**config.mk**
```make
export PLATFORM = sky130hd
export DESIGN_NAME = wb_stream_sink
export DESIGN_NICKNAME = d
export VERILOG_FILES = /design/src/rtl/wb_stream_pkg.sv /design/src/rtl/wb_ack_delay.sv /design/src/rtl/wb_stream_sink.sv
export SDC_FILE = /design/constraint.sdc
export NUM_CORES = 1
export LEC_CHECK = 0
export ABC_AREA = 1
export CORE_MARGIN = 3
export CORE_UTILIZATION = 45
export CTS_BUF_LIST = sky130_fd_sc_hd__clkbuf_8
export CTS_CLUSTER_DIAMETER = 120
export CTS_CLUSTER_SIZE = 28
export DETAILED_ROUTE_END_ITERATION = 12
export SLEW_MARGIN = 20
export SYNTH_ARGS = -nofsm -noshare
export SYNTH_HDL_FRONTEND = slang
export SYNTH_SLANG_ARGS = --single-unit
export TNS_END_PERCENT = 50
```
**constraint.sdc**
```tcl
create_clock -name clk_i -period 2.6 [get_ports clk_i]
set_input_delay 0.52 -clock clk_i [delete_from_list [all_inputs] [get_ports clk_i]]
set_output_delay 0.52 -clock clk_i [all_outputs]
set_load 0.02 [all_outputs]
```
**src/rtl/wb_stream_pkg.sv**
```systemverilog
// Shared register map, status layout and helpers for the Wishbone-to-stream sink.
package wb_stream_pkg;

  localparam logic REG_DATA   = 1'b0;
  localparam logic REG_STATUS = 1'b1;

  localparam int STAT_FULL_BIT  = 7;
  localparam int STAT_EMPTY_BIT = 6;
  localparam int STAT_CNT_W     = 5;
  localparam int FLUSH_BIT      = 0;

  typedef struct packed {
    logic                  full;
    logic                  empty;
    logic                  rsvd;
    logic [STAT_CNT_W-1:0] count;
  } status_t;

  function automatic status_t pack_status(input logic full, input logic empty,
                                          input logic [STAT_CNT_W-1:0] count);
    status_t s;
    s.full  = full;
    s.empty = empty;
    s.rsvd  = 1'b0;
    s.count = count;
    return s;
  endfunction

endpackage

```
**src/rtl/wb_ack_delay.sv**
```systemverilog
// Fixed-latency delay line for {valid, data} acknowledge responses.
// clr_i synchronously kills every response still in flight.
module wb_ack_delay #(
  parameter int LATENCY = 1,
  parameter int WIDTH   = 8
) (
  input  logic             clk_i,
  input  logic             rst_ni,
  input  logic             clr_i,
  input  logic             vld_i,
  input  logic [WIDTH-1:0] dat_i,
  output logic             vld_o,
  output logic [WIDTH-1:0] dat_o
);

  logic [WIDTH:0] in_w;
  logic [WIDTH:0] src_w  [LATENCY];
  logic [WIDTH:0] pipe_d [LATENCY];
  logic [WIDTH:0] pipe_q [LATENCY];

  // Data is zeroed alongside an invalid slot so the output reads 0 between acks.
  assign in_w = {vld_i, (vld_i ? dat_i : '0)};

  for (genvar g = 0; g < LATENCY; g++) begin : g_stage
    if (g == 0) begin : g_first
      assign src_w[g] = in_w;
    end else begin : g_rest
      assign src_w[g] = pipe_q[g-1];
    end
  end

  always_comb begin
    for (int i = 0; i < LATENCY; i++) begin
      pipe_d[i] = clr_i ? '0 : src_w[i];
    end
  end

  always_ff @(posedge clk_i or negedge rst_ni) begin
    if (!rst_ni) begin
      for (int i = 0; i < LATENCY; i++) begin
        pipe_q[i] <= '0;
      end
    end else begin
      for (int i = 0; i < LATENCY; i++) begin
        pipe_q[i] <= pipe_d[i];
      end
    end
  end

  assign vld_o = pipe_q[LATENCY-1][WIDTH];
  assign dat_o = pipe_q[LATENCY-1][WIDTH] ? pipe_q[LATENCY-1][WIDTH-1:0] : '0;

endmodule

```
**src/rtl/wb_stream_sink.sv**
```systemverilog
// Pipelined Wishbone responder that buffers written bytes and replays them
// as a valid/ready stream; a STATUS register reports fill level and flushes.
module wb_stream_sink
  import wb_stream_pkg::*;
#(
  parameter int ADDR_WIDTH  = 4,
  parameter int ACK_LATENCY = 1
) (
  input  logic       clk_i,
  input  logic       rst_ni,
  input  logic       cyc_i,
  input  logic       stb_i,
  input  logic       we_i,
  input  logic       adr_i,
  input  logic [7:0] dat_i,
  output logic [7:0] dat_o,
  output logic       ack_o,
  output logic       stall_o,
  output logic [7:0] tdata_o,
  output logic       tvalid_o,
  input  logic       tready_i
);

  localparam int DEPTH = 1 << ADDR_WIDTH;
  localparam int CW    = ADDR_WIDTH + 1;

  logic [7:0]            mem_q [DEPTH];
  logic [ADDR_WIDTH-1:0] wr_ptr_q, wr_ptr_d;
  logic [ADDR_WIDTH-1:0] rd_ptr_q, rd_ptr_d;
  logic [CW-1:0]         count_q, count_d;

  logic    req, accept, push, pop, flush;
  logic    full, empty;
  status_t status;
  logic [7:0] rdata;

  assign req   = cyc_i & stb_i;
  assign full  = (count_q == CW'(DEPTH));
  assign empty = (count_q == '0);

  // Stall looks only at the registered count, so a same-cycle pop never unstalls.
  assign stall_o = req & we_i & (adr_i == REG_DATA) & full;
  assign accept  = req & ~stall_o;
  assign push    = accept & we_i & (adr_i == REG_DATA);
  assign flush   = accept & we_i & (adr_i == REG_STATUS) & dat_i[FLUSH_BIT];

  assign tvalid_o = ~empty;
  assign tdata_o  = mem_q[rd_ptr_q];
  assign pop      = tvalid_o & tready_i;

  assign status = pack_status(full, empty, STAT_CNT_W'(count_q));

  always_comb begin
    rdata = 8'h00;
    if (!we_i && adr_i == REG_STATUS) begin
      rdata = status;
    end
  end

  always_comb begin
    wr_ptr_d = wr_ptr_q;
    rd_ptr_d = rd_ptr_q;
    count_d  = count_q;
    if (push) begin
      wr_ptr_d = wr_ptr_q + 1'b1;
    end
    // Flush drops everything buffered and overrides any concurrent pop.
    if (flush) begin
      count_d  = '0;
      rd_ptr_d = wr_ptr_q;
    end else begin
      if (pop) begin
        rd_ptr_d = rd_ptr_q + 1'b1;
      end
      case ({push, pop})
        2'b10:   count_d = count_q + 1'b1;
        2'b01:   count_d = count_q - 1'b1;
        default: count_d = count_q;
      endcase
    end
  end

  always_ff @(posedge clk_i or negedge rst_ni) begin
    if (!rst_ni) begin
      wr_ptr_q <= '0;
      rd_ptr_q <= '0;
      count_q  <= '0;
    end else begin
      wr_ptr_q <= wr_ptr_d;
      rd_ptr_q <= rd_ptr_d;
      count_q  <= count_d;
    end
  end

  always_ff @(posedge clk_i) begin
    if (push) begin
      mem_q[wr_ptr_q] <= dat_i;
    end
  end

  wb_ack_delay #(
    .LATENCY (ACK_LATENCY),
    .WIDTH   (8)
  ) u_ack_delay (
    .clk_i  (clk_i),
    .rst_ni (rst_ni),
    .clr_i  (~cyc_i),
    .vld_i  (accept),
    .dat_i  (rdata),
    .vld_o  (ack_o),
    .dat_o  (dat_o)
  );

endmodule

```
==> Yosys cells after proc, flatten, opt, wreduce, memory -nomap -nowiden <==
Memory sizes are Yosys's and may differ from the RTL's.
Cells that the tools add are included.
{ "classes": {"addsub": 4, "eq_ne": 3, "muxes": 10, "bitwise_logic": 13, "n_reduce_logical": 5} }
{ "ops": {"columns": ["cell", "n"], "rows": [
  ["$mux 8", 3],
  ["$and 1x1->1", 10],
  ["$pmux 5 s2", 1],
  ["$mux 9", 1],
  ["$add 4x1->4 const B", 2],
  ["$mux 4", 2],
  ["$add 5x1->5 const B", 1],
  ["$eq 5x5->1 const B", 1],
  ["$logic_not 5->1", 1],
  ["$mux 5", 1],
  ["$sub 5x1->5 const B", 1],
  ["$not 1->1", 3],
  ["$reduce_bool 3->1", 1],
  ["$eq 2x1->1 const B", 1],
  ["$eq 2x2->1 const B", 1],
  ["$mux 1", 2],
  ["$reduce_bool 2->1", 1],
  ["$logic_and 1x1->1", 1],
  ["$logic_not 1->1", 1]
]} }
{ "word_totals": {"reg_bits": 22, "ramBits": 128, "out_inout_bits": 19, "elab_cells": 40, "n_memories": 1} }
{ "mem_list": {"columns": ["name", "depth", "width", "read_ports", "rd_clocked_by_memory_dff", "wr", "line_no", "source"], "rows": [
  ["mem_q", 16, 8, 1, 0, 1, "wb_stream_sink.sv:27", "logic [7:0] mem_q [DEPTH];"]
]} }

==> Logic depth before layout (Yosys ltp) <==
Gate-level depths: netlist of run 1.
{ "logic_depth": {"word_depth": 11, "depth_mapped": 16} }

==> By module <==
Synthesis of run 1 repeated with hierarchy kept, for this count alone.
{ "unflattened": {"hier_cells": 508, "hier_area_um2": 6412.4} }
{ "modules_own_cells": {"columns": ["module", "n_inst", "cells_per_inst", "area_each_um2", "seq_area_each_um2"], "rows": [
  ["wb_stream_sink", 1, 462, 5995.8, 4169.0],
  ["wb_ack_delay", 1, 46, 416.6, 225.2]
]} }

==> Worst setup path after synthesis of run 1 <==
No wires, ideal clock.
{ "synth_timing": {"path_kind": "register to output", "start": "register rd_ptr_q[0]", "end": "output tdata_o[6]", "arrival_ps": 1523, "required_ps": 2080, "setup_slack_ps": 557, "stages_incl_launch_ff": 7, "cell_sequence": "dfrtp_1 > buf_2 > clkbuf_1 > nor2_1 > o22ai_1 > nor2_1 > o21ai_0"} }
{ "synth_between": {"elab_chain_len": 1} }
{ "synth_rtl": {"columns": ["element", "line_no", "source"], "rows": [
  ["start: declaration", "wb_stream_sink.sv:29", "logic [ADDR_WIDTH-1:0] rd_ptr_q, rd_ptr_d;"],
  ["start signal: assignment", "wb_stream_sink.sv:90", "rd_ptr_q <= rd_ptr_d;"],
  ["$mem_v2 16x8", null, null],
  ["end: declaration", "wb_stream_sink.sv:19", "output logic [7:0] tdata_o,"]
]} }
Every way passes these cells.

==> Worst setup path in the final report of run 1 <==
{ "layout_timing": {"start": "register rd_ptr_q[1]", "end": "output tdata_o[4]"} }
The elaborated chain is that of the path after synthesis.

==> impl_metrics.toml, run 1 <==
[run_status]
run_status = "finished, violations left"
violations = "setup timing"

[synth]
avgSynthCellArea_um2 = 11.9
ys.flop_type = "edfxtp_1"
ys_ff_latch = 149
synth_seq_area_share = 0.700
yosys-top-cells-area = "edfxtp_1 62%, dfrtp_1 8.4%, nand2_1 5.5%"
yosysTopAreaCell = "edfxtp_1"
synth_cell_types = 33
synth_edf_count = 128
synth_most_common_cell = "edfxtp_1"
yosys-top-cells-count = "128 x edfxtp_1, 91 x nand2_1, 61 x nor2_1"
synth_top_area_share = 0.615
synthArstFlopShare = 0.141
synth.net_count = 544
syn_inst = 523
synth.cell_area_mm2 = 0.00625
yosysWarnings = 0

[detailed_routing]
ant_nets = 0
first_iter_violations = 463
drc = 0
first_pass_iters = 5
vias = 4290
routed_wl_um = 14300
avgRoutedWirePerCell_um = 18.2
via_per_inst = 5.44

[pwr]
cellLeakagePower_nw = 2.86
power_density_mw_per_mm2 = 999
vdd_ir_drop_max_v = 0.000450
p_total_w = 0.00749

[clocking]
numCtsBuffers = 17
cts.clk_slew.worst_paths_ns = 0.08
clock-sinks = 149
h-tree-depth = 4
tritoncts = "built"
clock_path_buffers = 2
cts-root-buf = "clkbuf_8"
clk_latency_ns = 0.46
ctsHoldBuffers = 0

[sta]
finalCritPeriodShare = 1.00
setup_ws_ns = -0.00206
maxSlewHeadroom = 0.594
setup_viol = 2
tns_ns = -0.00355
clock_skew_ns = 0.0119
fmax_mhz = 384
period_needed_ns = 2.60
slew_violations = 0
worst_pin_slew_ns = 0.607
hold_violations = 0
rsz0062_at_grt = "yes"

[critical_path]
cp.required_ns = 2.08
cpMaxStageDelayCell = "dfrtp_2"
path_common_cell = "buf_4"
r2r_cells = 15
crit_type = "reg2out"
cp-startpoint = "rd_ptr_q[1]"
r2r_slack_ns = 0.57
arrival_ns = 2.08
path_cells = "buf_4 > nor2_4 > clkinvlp_4 > buf_4 > a21oi_2 > a221oi_1 > o21ai_0 > nand2_1 > buf_2"
timing.rr.start = "count_q[0]"
critPathLaunchType = "flip-flop"
slowest_delay_ns = 0.45
path_max_fanout = 8
crit_path_end_kind = "primary output"
regToRegEndpoint = "count_q[4]"

[die]
die_y_um = 124
rows = 42
initial_core_util = 0.466
pin_count = 34
core-area_mm2 = 0.0134
die_area_mm2 = 0.0153
dieWidth_um = 124

[grt]
gr-usage-met1 = 0.288
grt_antenna_before_repair = 0
grtUsageMet2 = 0.296
grt.met3_usage = 0.0531
grt.total_usage = 0.201
grt_pass1_vias = 4067
grt_first_pass_wirelength_um = 22500
grt_overflow = 0
grt_max_degree = 49
busiest_layer = "met2"

[hold_path]
hp-class = "in2async"

[placed_design]
numPortBuffers = 32
dp_hpwl_um = 9970
post-place-ws_ns = -0.00621
routabilityCongestion = 0.827
place_area_mm2 = 0.00701

[cells_and_area]
num-nets-final = 620
area_growth_pct = 20.0
num_antenna_cells = 0
fin_area_mm2 = 0.00749
finish.utilization = 0.559
drive_above_1_share = 0.190

[run]
maxCapViolations = 0
[state kept, by name (all words and copies together), names as in the netlist]
signal	cells
count_q	5
mem_q	128
rd_ptr_q	4
u_ack_delay.pipe_q	8
wr_ptr_q	4
[final cells by class]
type	count	area, um2
Fill cell	1131	5910
Timing Repair Buffer	78	701
Clock buffer	17	234
Tap cell	176	220
Sequential cell	149	4370
Inverter	37	151
Multi-Input combinational cell	316	1670
Clock inverter	15	149
[repair_timing]
item | 4_1_cts | 5_1_grt
setup buffers | 1 | 6
gates resized for setup | 37 | 14
pin swaps | 1 | 2
endpoints found under the setup margin | 9 | 9
[routing by layer]
metal | routed length (um) | vias up | share of wire
li1 | - | 2005 | -
met1 | 6560 | 2127 | 0.46
met2 | 6650 | 138 | 0.46
met5 | 0 | - | 0
met4 | 268 | 0 | 0.019
met3 | 827 | 20 | 0.058
[cells by family after synthesis]
family / after synthesis / share of synthesized area
buffers and inverters: 58 / 0.0391
other: 1 / 0.000600
xor gates and xnor gates: 6 / 0.00841
DFF: 149 / 0.700
AOI/OAI and AO/OA: 99 / 0.0919
and+or+nand+nor: 204 / 0.148
adders and majority gates: 6 / 0.0120
[power by group]
group	leakage (nW)	internal (W)	switching (W)
Clock	0.209	0.000920	0.000824
Combinational	1.24	0.00106	0.00180
Sequential	1.41	0.00273	0.000160
[through the flow]
step	hold slack, ns	std cells
after global placement	0.589	749
after CTS	0.385	782
final	0.400	788
after floorplan	0.224	523
after detailed placement	0.597	749
after global routing	0.420	788
[critical path, delay by kind of cell (launching register included)]
family / cells / cell delay [ns]
simple gates: 2 / 0.20
compound gates: 3 / 0.28
buf+inv: 4 / 0.69
flops: 1 / 0.45
[worst max-delay path by stage]
stage / endpoint / slack, ns / depth (start not counted)
2_1_floorplan: tdata_o[6] / 0.56 / 6
3_3_place_gp: tdata_o[1] / 0.02 / 6
3_5_place_dp: tdata_o[1] / -0.006 / 6
4_1_cts: tdata_o[5] / -0.14 / 8
5_1_grt: tdata_o[7] / -0.13 / 9
6_report: tdata_o[4] / -0.002 / 9
[layout by cell type, fill, tap and decap left out, types with 4 or more instances in the layout]
master             n
a21oi_1           15
a221oi_1           6
buf_12             4
buf_4             42
clkbuf_8          17
clkdlybuf4s50_1   23
clkinv_2           5
dfrtp_1           18
edfxtp_1         128
ha_1               6
inv_1             33
nand2_1           90
nand2_2            7
nand3_1           22
nand3_2            5
nand4_1           10
nor2_1            61
o21ai_0           47
o21ai_1            7
o221ai_1           8
o22ai_1           10
xor2_1             5
Power figures use the tool's default switching activity.
==> inputs of run 2 (changes only) <==
- CTS_BUF_LIST: sky130_fd_sc_hd__clkbuf_8 -> sky130_fd_sc_hd__clkbuf_4
==> impl_metrics.toml, run 2 (synthesis gave the netlist of run 1 again) <==
[critical_path]
path_common_cell = "buf_8"
path_max_fanout = 8
path_cells = "clkinv_4 > buf_8 > buf_8 > o21ai_4 > o22ai_2 > o21ai_1 > nand2_1 > buf_6"
critPathLaunchType = "flip-flop"
crit_path_end_kind = "primary output"
cpMaxStageDelayCell = "dfrtp_2"
crit_type = "reg2out"
slowest_delay_ns = 0.48
cp.required_ns = 2.08
crit_buf_inv = 4
arrival_ns = 2.04
critical_path.top_delay_family = "buffers and inverters"

[clocking]
clock-sinks = 149
tritoncts = "built"
numCtsBuffers = 17
clock_path_buffers = 2
cts-root-buf = "clkbuf_4"
clk_latency_ns = 0.54
h-tree-depth = 4
ctsHoldBuffers = 0
cts.clk_slew.worst_paths_ns = 0.12

[cells_and_area]
area_growth_pct = 24.0
reg.largest.list = "mem_q: 128 flops, u_ack_delay.pipe_q: 8 flops, count_q: 5 flops"
largest_register_ffs = 128
layout_common_cells = "128 x edfxtp_1, 90 x nand2_1, 60 x nor2_1, 50 x buf_4, 36 x o21ai_0"
num_antenna_cells = 0
drive_above_1_share = 0.247
top_register = "mem_q"
fin_area_mm2 = 0.00774
final_common_cell = "edfxtp_1"
num-nets-final = 635

[grt]
grt_first_pass_wirelength_um = 23300
grt_overflow = 0
grt_max_degree = 26
grt_pass1_vias = 4197
grt.total_usage = 0.207
grt_antenna_before_repair = 0

[die]
die_area_mm2 = 0.0153
initial_core_util = 0.466
dieWidth_um = 124
pin_count = 34
core-area_mm2 = 0.0134
rows = 42
die_y_um = 124

[sta]
clock_skew_ns = 0.0123
rsz0062_at_grt = "yes"
maxSlewHeadroom = 0.601
finalCritPeriodShare = 0.983
tns_ns = 0
worst_pin_slew_ns = 0.597
hold_violations = 0
setup_viol = 0
slew_violations = 0
fmax_mhz = 391
period_needed_ns = 2.56

[detailed_routing]
first_pass_iters = 4
vias = 4360
avgRoutedWirePerCell_um = 18.5
first_iter_violations = 419
ant_nets = 0
via_per_inst = 5.43
routed_wl_um = 14800
drc = 0

[hold_path]
hp-class = "in2async"

[run]
maxCapViolations = 0

[pwr]
power_density_mw_per_mm2 = 1020
cellLeakagePower_nw = 2.95
vdd_ir_drop_max_v = 0.000431

[placed_design]
dp_hpwl_um = 9970
routabilityCongestion = 0.827
place_area_mm2 = 0.00701
numPortBuffers = 32

[run_status]
run_status = "finished, final reports clean"
==> run 2: changes by cell type in the layout (fill, tap and decap cells not counted), moves of 5 or more <==
cell      change
a21oi_1       -6
a21oi_2       +5
a221oi_1      -5
a221oi_2      +5
buf_4         +8
buf_6         +7
clkbuf_4     +21
clkbuf_8     -17
inv_1         -6
o21ai_0      -11
o21ai_1       +8
==> run 2: power by group <==
group          internal [W]  switching (W)
sequential          0.00273       0.000163
combinational       0.00149        0.00202
clock              0.000698       0.000769
==> run 2: path summary, 6_finish.rpt <==
path / start / endpoint / slack [ns] / depth (start not counted)
setup / recovery: rd_ptr_q[0] / tdata_o[1] / 0.04 / 8
hold / removal: rst_ni / rd_ptr_q[2] / 0.32 / 2
setup reg to reg: count_q[0] / count_q[4] / 0.57 / 15
hold reg to reg: count_q[3] / count_q[3] / 0.63 / 2
max in group asynchronous: rst_ni / rd_ptr_q[1] / 2.05 / 2
min in group clk_i: count_q[3] / count_q[3] / 0.63 / 2
==> run 2: through the flow <==
stage | std cells | power (W) | worst slack (ns) | utilization | hold slack [ns]
floorplan | 523 | 0.00459 | 0.557 | - | 0.224
global placement | 749 | 0.00562 | 0.0217 | 0.523 | 0.589
detailed placement | 749 | 0.00566 | -0.00621 | 0.523 | 0.597
CTS | 792 | 0.00757 | -0.0636 | 0.564 | 0.268
global route | 803 | 0.00834 | -0.102 | 0.578 | 0.296
finish | 803 | 0.00787 | 0.0448 | 0.578 | 0.322
==> run 2: per-layer routing <==
metal | up-vias | track usage | part of all wire
met5 | - | 0 | 0
met4 | 0 | 0.0727 | 0.017
met3 | 16 | 0.0522 | 0.063
met2 | 158 | 0.310 | 0.47
met1 | 2143 | 0.296 | 0.45
li1 | 2043 | - | -
==> run 2: repair_timing <==
action | 4_1_cts | 5_1_grt
pin swaps | 11 | 9
resized for setup | 90 | 27
gates cloned | 1 | 0
setup buffers | 10 | 11
endpoints found under the setup margin | 9 | 10
==> run 2: cell type report <==
class	instances	area (um2)
Clock buffer	21	158
Clock inverter	11	134
Fill cell	1115	5660
Inverter	37	154
Multi-Input combinational cell	316	1780
Sequential cell	149	4370
Tap cell	176	220
Timing Repair Buffer	93	926
==> run 2: worst register-to-register path, delay by kind of cell (launching register included) <==
family	cells	cell delay [ns]
flip-flops	1	0.50
AND/OR/NAND/NOR	11	1.12
buffers and inverters	3	0.16
adder cells (fa/ha/maj)	1	0.16
